<file path="src/rtl/alu_ctrl.sv">
// -----------------------------------------------------------------------------
// alu_ctrl
//
// Purpose
//   Sequencing controller between a request/response handshake and a small
//   4-bit ALU. It accepts one operation at a time, registers the operands and
//   opcode towards the ALU, and captures the 8-bit result and carry into an
//   output register. The result is held until the consumer takes it.
//   Add, sub and and are single-cycle operations (EXEC). Multiply is
//   multi-cycle: a start pulse (INIT) is sent, then the controller waits
//   (WAIT) for the ALU's done strobe.
//
// Optional feature
//   ALU_CTRL_TIMEOUT_EN : when defined, a watchdog ends a multiply that has
//                         not completed within TIMEOUT_CYC WAIT cycles. The
//                         watchdog returns a zero result with o_err_timeout
//                         set. When undefined, WAIT lasts until i_alu_done
//                         arrives and o_err_timeout is tied low.
//
// Parameters
//   TIMEOUT_CYC   WAIT-state cycle limit for multiply completion (2..255)
//
// Ports
//   i_clk          clock; all state updates on the rising edge
//   i_rst_n        asynchronous active-low reset
//   i_in_valid     operation request present
//   o_in_ready     controller accepts a request this cycle
//   i_op_a/i_op_b  4-bit operands
//   i_op_sel       opcode: 00 add, 01 sub, 10 mul, 11 and
//   o_alu_a/o_alu_b/o_alu_select  registered operands/opcode to the ALU
//   o_alu_init     one-cycle multiply start pulse
//   i_alu_sal      8-bit ALU result
//   i_alu_cout     ALU carry/borrow out
//   i_alu_done     ALU multiply complete
//   o_out_valid    result available
//   i_out_ready    consumer takes the result
//   o_res          captured result
//   o_res_cout     captured carry
//   o_err_timeout  result was produced by the watchdog, not by the ALU
// -----------------------------------------------------------------------------
module alu_ctrl #(
    parameter int unsigned TIMEOUT_CYC = 32
) (
    input  logic       i_clk,
    input  logic       i_rst_n,
    input  logic       i_in_valid,
    output logic       o_in_ready,
    input  logic [3:0] i_op_a,
    input  logic [3:0] i_op_b,
    input  logic [1:0] i_op_sel,
    output logic [3:0] o_alu_a,
    output logic [3:0] o_alu_b,
    output logic [1:0] o_alu_select,
    output logic       o_alu_init,
    input  logic [7:0] i_alu_sal,
    input  logic       i_alu_cout,
    input  logic       i_alu_done,
    output logic       o_out_valid,
    input  logic       i_out_ready,
    output logic [7:0] o_res,
    output logic       o_res_cout,
    output logic       o_err_timeout
);

    typedef enum logic [2:0] {
        S_IDLE = 3'd0,
        S_EXEC = 3'd1,
        S_INIT = 3'd2,
        S_WAIT = 3'd3,
        S_HOLD = 3'd4
    } state_t;

    localparam logic [1:0] OP_MUL = 2'b10;

    // Last value of the WAIT counter; the watchdog fires when it is reached.
    localparam logic [7:0] CNT_LAST = 8'(TIMEOUT_CYC - 1);

    state_t     r_state;
    state_t     w_state_nxt;

    logic       r_in_ready;
    logic       r_out_valid;
    logic       r_alu_init;
    logic [3:0] r_alu_a;
    logic [3:0] r_alu_b;
    logic [1:0] r_alu_select;
    logic [7:0] r_cnt;
    logic [7:0] r_res;
    logic       r_res_cout;

    logic       w_accept;
    logic       w_cap_done;
`ifdef ALU_CTRL_TIMEOUT_EN
    logic       r_err_timeout;
    logic       w_cap_to;
`endif

    // o_in_ready is registered, so it stays low while reset is asserted and
    // rises on the first edge after release; acceptance is qualified by it.
    assign w_accept = r_in_ready & i_in_valid;

    // -------------------------------------------------------------------------
    // Next-state logic
    // -------------------------------------------------------------------------
    always_comb begin
        w_state_nxt = r_state;
        w_cap_done  = 1'b0;
`ifdef ALU_CTRL_TIMEOUT_EN
        w_cap_to    = 1'b0;
`endif
        case (r_state)
            S_IDLE: begin
                if (w_accept) begin
                    w_state_nxt = (i_op_sel == OP_MUL) ? S_INIT : S_EXEC;
                end
            end
            S_EXEC: begin
                w_state_nxt = S_HOLD;
            end
            S_INIT: begin
                w_state_nxt = S_WAIT;
            end
            S_WAIT: begin
                // r_cnt is 0 only in the first WAIT cycle: a done strobe seen
                // there may be left over from a previous multiply, so it is
                // ignored. Done has priority over the watchdog.
                if (i_alu_done && (r_cnt != 8'd0)) begin
                    w_cap_done  = 1'b1;
                    w_state_nxt = S_HOLD;
                end
`ifdef ALU_CTRL_TIMEOUT_EN
                else if (r_cnt == CNT_LAST) begin
                    w_cap_to    = 1'b1;
                    w_state_nxt = S_HOLD;
                end
`endif
            end
            S_HOLD: begin
                if (i_out_ready) begin
                    w_state_nxt = S_IDLE;
                end
            end
            default: begin
                w_state_nxt = S_IDLE;
            end
        endcase
    end

    // -------------------------------------------------------------------------
    // State register and registered Moore outputs
    // -------------------------------------------------------------------------
    always_ff @(posedge i_clk or negedge i_rst_n) begin
        if (!i_rst_n) begin
            r_state     <= S_IDLE;
            r_in_ready  <= 1'b0;
            r_out_valid <= 1'b0;
            r_alu_init  <= 1'b0;
        end else begin
            r_state     <= w_state_nxt;
            r_in_ready  <= (w_state_nxt == S_IDLE);
            r_out_valid <= (w_state_nxt == S_HOLD);
            r_alu_init  <= (w_state_nxt == S_INIT);
        end
    end

    // -------------------------------------------------------------------------
    // Operand/opcode registers: loaded only on accept, so they stay stable
    // for the whole operation.
    // -------------------------------------------------------------------------
    always_ff @(posedge i_clk or negedge i_rst_n) begin
        if (!i_rst_n) begin
            r_alu_a      <= 4'd0;
            r_alu_b      <= 4'd0;
            r_alu_select <= 2'b00;
        end else if (w_accept) begin
            r_alu_a      <= i_op_a;
            r_alu_b      <= i_op_b;
            r_alu_select <= i_op_sel;
        end
    end

    // -------------------------------------------------------------------------
    // WAIT counter: cleared in INIT, counts WAIT cycles. It saturates at
    // CNT_LAST so that, without the watchdog, an arbitrarily long wait never
    // wraps back to 0 (which would re-arm the stale-done guard).
    // -------------------------------------------------------------------------
    always_ff @(posedge i_clk or negedge i_rst_n) begin
        if (!i_rst_n) begin
            r_cnt <= 8'd0;
        end else if (r_state == S_INIT) begin
            r_cnt <= 8'd0;
        end else if ((r_state == S_WAIT) && (r_cnt != CNT_LAST)) begin
            r_cnt <= r_cnt + 8'd1;
        end
    end

    // -------------------------------------------------------------------------
    // Result capture. Multiply reports no carry; the full 8-bit ALU result is
    // kept unmodified for every opcode.
    // -------------------------------------------------------------------------
    always_ff @(posedge i_clk or negedge i_rst_n) begin
        if (!i_rst_n) begin
            r_res      <= 8'd0;
            r_res_cout <= 1'b0;
        end else if (r_state == S_EXEC) begin
            r_res      <= i_alu_sal;
            r_res_cout <= i_alu_cout;
        end else if (w_cap_done) begin
            r_res      <= i_alu_sal;
            r_res_cout <= 1'b0;
        end
`ifdef ALU_CTRL_TIMEOUT_EN
        else if (w_cap_to) begin
            r_res      <= 8'd0;
            r_res_cout <= 1'b0;
        end
`endif
    end

`ifdef ALU_CTRL_TIMEOUT_EN
    always_ff @(posedge i_clk or negedge i_rst_n) begin
        if (!i_rst_n) begin
            r_err_timeout <= 1'b0;
        end else if ((r_state == S_EXEC) || w_cap_done) begin
            r_err_timeout <= 1'b0;
        end else if (w_cap_to) begin
            r_err_timeout <= 1'b1;
        end
    end

    assign o_err_timeout = r_err_timeout;
`else
    assign o_err_timeout = 1'b0;
`endif

    assign o_in_ready   = r_in_ready;
    assign o_out_valid  = r_out_valid;
    assign o_alu_init   = r_alu_init;
    assign o_alu_a      = r_alu_a;
    assign o_alu_b      = r_alu_b;
    assign o_alu_select = r_alu_select;
    assign o_res        = r_res;
    assign o_res_cout   = r_res_cout;

endmodule

</file>
<file path="config.mk">
export PLATFORM = sky130hd
export DESIGN_NAME = alu_ctrl
export DESIGN_NICKNAME = d
export VERILOG_FILES = /design/src/rtl/alu_ctrl.sv
export SDC_FILE = /design/constraint.sdc
export NUM_CORES = 1
export LEC_CHECK = 0
export ABC_AREA = 1
export CAP_MARGIN = 20
export CORE_ASPECT_RATIO = 0.7
export CORE_MARGIN = 5
export CORE_UTILIZATION = 35
export DETAILED_ROUTE_END_ITERATION = 6
export MAX_ROUTING_LAYER = met4
export PLACE_DENSITY = 0.64
export REMOVE_ABC_BUFFERS = 1
export SLEW_MARGIN = 25
export SYNTH_ARGS = -nofsm -noshare
export SYNTH_HDL_FRONTEND = slang
export SYNTH_SLANG_ARGS = --single-unit
</file>
<file path="constraint.sdc">
create_clock -name i_clk -period 3.91 [get_ports i_clk]
set_input_delay 0.782 -clock i_clk [delete_from_list [all_inputs] [get_ports i_clk]]
set_output_delay 0.782 -clock i_clk [all_outputs]
set_load 0.1 [all_outputs]
</file>
==> metrics.txt <==
Initial DRT Pass Iterations=4; Setup-failing EPs final=0; CTS resizes=0; slowest cell on the critical path=clkdlybuf4s50_1; Rel. slew slack=0.342; I/O Buffers=45; YS warnings=0; area occupied by multi-input gates=582 um2; cts bufs inserted=5; Synth Cell Area=0.00151 mm2; HPWL after DPL=roughly 2500 um; Area Overhead vs Synth=40.5%; final wirelength=about 3300 um; critical path startpoint category=flip-flop; Syn Inst Count=182; RSZ-0062 raised after global routing=no; Post-Syn Area per Cell=8.28 um2; nets=256; final setup TNS=0 ns; Starting Density=0.354; via count=1294; overall die area=0.00574 mm2; CTS tree=done; share of cells above drive strength 1=0.0693; top cells by area, synth=dfrtp_1 55%, nand2_1 17%, nand3_1 6.6%; GP Congestion=slightly above 0.8; Final Hold Viols=0; Yosys reg bits=33; period utilization=0.659; boundary pin count=47; top cell family by delay on the critical path=buffers and inverters; most frequent cells in the layout=70 x nand2_1, 45 x clkdlybuf4s50_1, 33 x dfrtp_1, 20 x nand3_1, 16 x inv_1; Critical R2R Capture=o_res[7]$_DFFE_PN0P_; most common cell after layout, fill and taps aside=nand2_1; clk_skew=0.00439 ns; status=finished, final reports clean; worst-path fanout max=2; Worst Hold Path Cells=2; final worst path period need=2.58 ns; initial drt markers=70; Setup Crit Path Kind=flip-flop to output port; clock latency on the worst-skew pair=0.28 ns; Worst Setup End Kind=output port; CORE AREA=0.00425 mm2; # rows=20; Die H=64.9 um; hold buffers post-CTS=0; Hold EP=o_alu_b[3]$_DFFE_PN0P_; Buf/Inv on CP=1; Hold Crit Class=flip-flop to flip-flop; Longest Clk Path Bufs=2; Fill cells=414; critical path's largest stage delay=~1.2 ns; DRT antenna net count=0; clk root buf=clkbuf_8; drc violations=0; worst path cell trace=clkdlybuf4s50_1; htree depth=2; vias in the first global route=between 1000 and 1500; largest net degree at the start of global routing=34; global-route wire length before repair=5580 um; FMAX=0.388 GHz; Synth area leader=dfrtp_1; DR vias/cell=4.52; synth unique cells=23; Global Route Usage Sum=0.130; actual slew at the worst max-slew pin=0.984 ns; max_cap viols=0; share of Yosys cell area claimed by the top area cell type=0.548; post-synthesis sequential area ratio=0.548; min-delay src=o_alu_b[3]$_DFFE_PN0P_; ANT cells=0; CTS sink cnt=33; DR WL/cell=11.6 um; Worst-path clk slew=0.06 ns; Critical Path RT=3.13 ns; R2R setup slack=2.30 ns; DIE WIDTH=slightly below 90 um; GR Overflow Total=0; initial antenna violation count=0; max-slew violation total from the final report=0; crit path DAT=1.80 ns; worst reg2reg path depth=9; FF/Latch Area=826 um2; Post-CTS Setup Inserts=0; reg-to-reg startpoint=r_cnt[0]$_DFFE_PN0P_
final cells by class:
cell class,count,share of cell area
sequential,33,0.390
clock inverter,1,0.0142
clock buffer,7,0.0408
timing repair buffer,46,0.216
multi-input combinational,126,0.275
inverter,18,0.0319
tap,55,0.0325
worst max path at each step:
| stage | end | cells past startpoint | slack, ns | start |
|---|---|---|---|---|
| final | o_alu_a[1] | 1 | 1.33 | o_alu_a[1]$_DFFE_PN0P_ |
| after global routing | o_alu_select[1] | 1 | 1.28 | o_alu_select[1]$_DFFE_PN0P_ |
| after CTS | o_alu_a[1] | 1 | 1.32 | o_alu_a[1]$_DFFE_PN0P_ |
| after detailed placement | o_in_ready$_DFF_PN0_ | 8 | 1.47 | i_in_valid |
| after global placement | o_in_ready$_DFF_PN0_ | 8 | 1.54 | i_in_valid |
| after floorplan | o_in_ready$_DFF_PN0_ | 7 | 1.81 | o_in_ready$_DFF_PN0_ |
cells in the mapped netlist:
| cell type | n |
|---|---|
| nand2_1 | 70 |
| dfrtp_1 | 33 |
| nand3_1 | 20 |
| inv_1 | 16 |
| o21ai_0 | 9 |
| nor2_1 | 6 |
| nand4_1 | 5 |
| nand2_2 | 3 |
| a21oi_1 | 2 |
| buf_2 | 2 |
| ha_1 | 2 |
| inv_2 | 2 |
| o21ai_1 | 2 |
| buf_4 | 1 |
| buf_6 | 1 |
| clkbuf_1 | 1 |
| conb_1 | 1 |
| nand3_2 | 1 |
| nand3b_1 | 1 |
| nor2_2 | 1 |
| nor3_1 | 1 |
| nor3_4 | 1 |
| o21bai_1 | 1 |
tightest hold or removal path, stage by stage (launching register included):
cell and delay, ns:
dfrtp_1 0.34, nand2_1 0.05, nand2_1 0.06
logic make-up after synthesis:
logic type	synth area share
other	0.00249
buffers and inverters	0.0664
adder cells (fa/ha/maj)	0.0166
AND/OR/NAND/NOR	0.319
flip-flops	0.548
AO/OA/AOI/OAI	0.0481
metrics by stage:
stage	utilization	hold WS (ns)	instance area, um2	std cells	worst slack, ns
2_1_floorplan	-	0.481	1480	177	1.81
3_3_place_gp	0.471	0.467	2000	278	1.54
3_5_place_dp	0.471	0.469	2000	278	1.47
4_1_cts	0.498	0.485	2120	286	1.32
5_1_grt	0.498	0.507	2120	286	1.28
6_report	0.498	0.481	2120	286	1.33
registers in the layout, indices dropped and copies added (netlist names):
signal and count:
o_out_valid 1, r_cnt 8, r_state 3, o_alu_init 1, o_alu_a 4, o_res_cout 1, o_res 8, o_alu_b 4
o_in_ready 1, o_alu_select 2
per-layer routing:
layer	track usage	vias to the layer above	routed length [um]
li1	-	669	-
met1	0.192	567	1710
met2	0.167	55	1290
met3	0.0457	3	297
met4	0.0340	0	27
met5	-	-	0
Power is not shown: default switching activity piles up to over one toggle a cycle in this logic, so the estimate is an artifact.
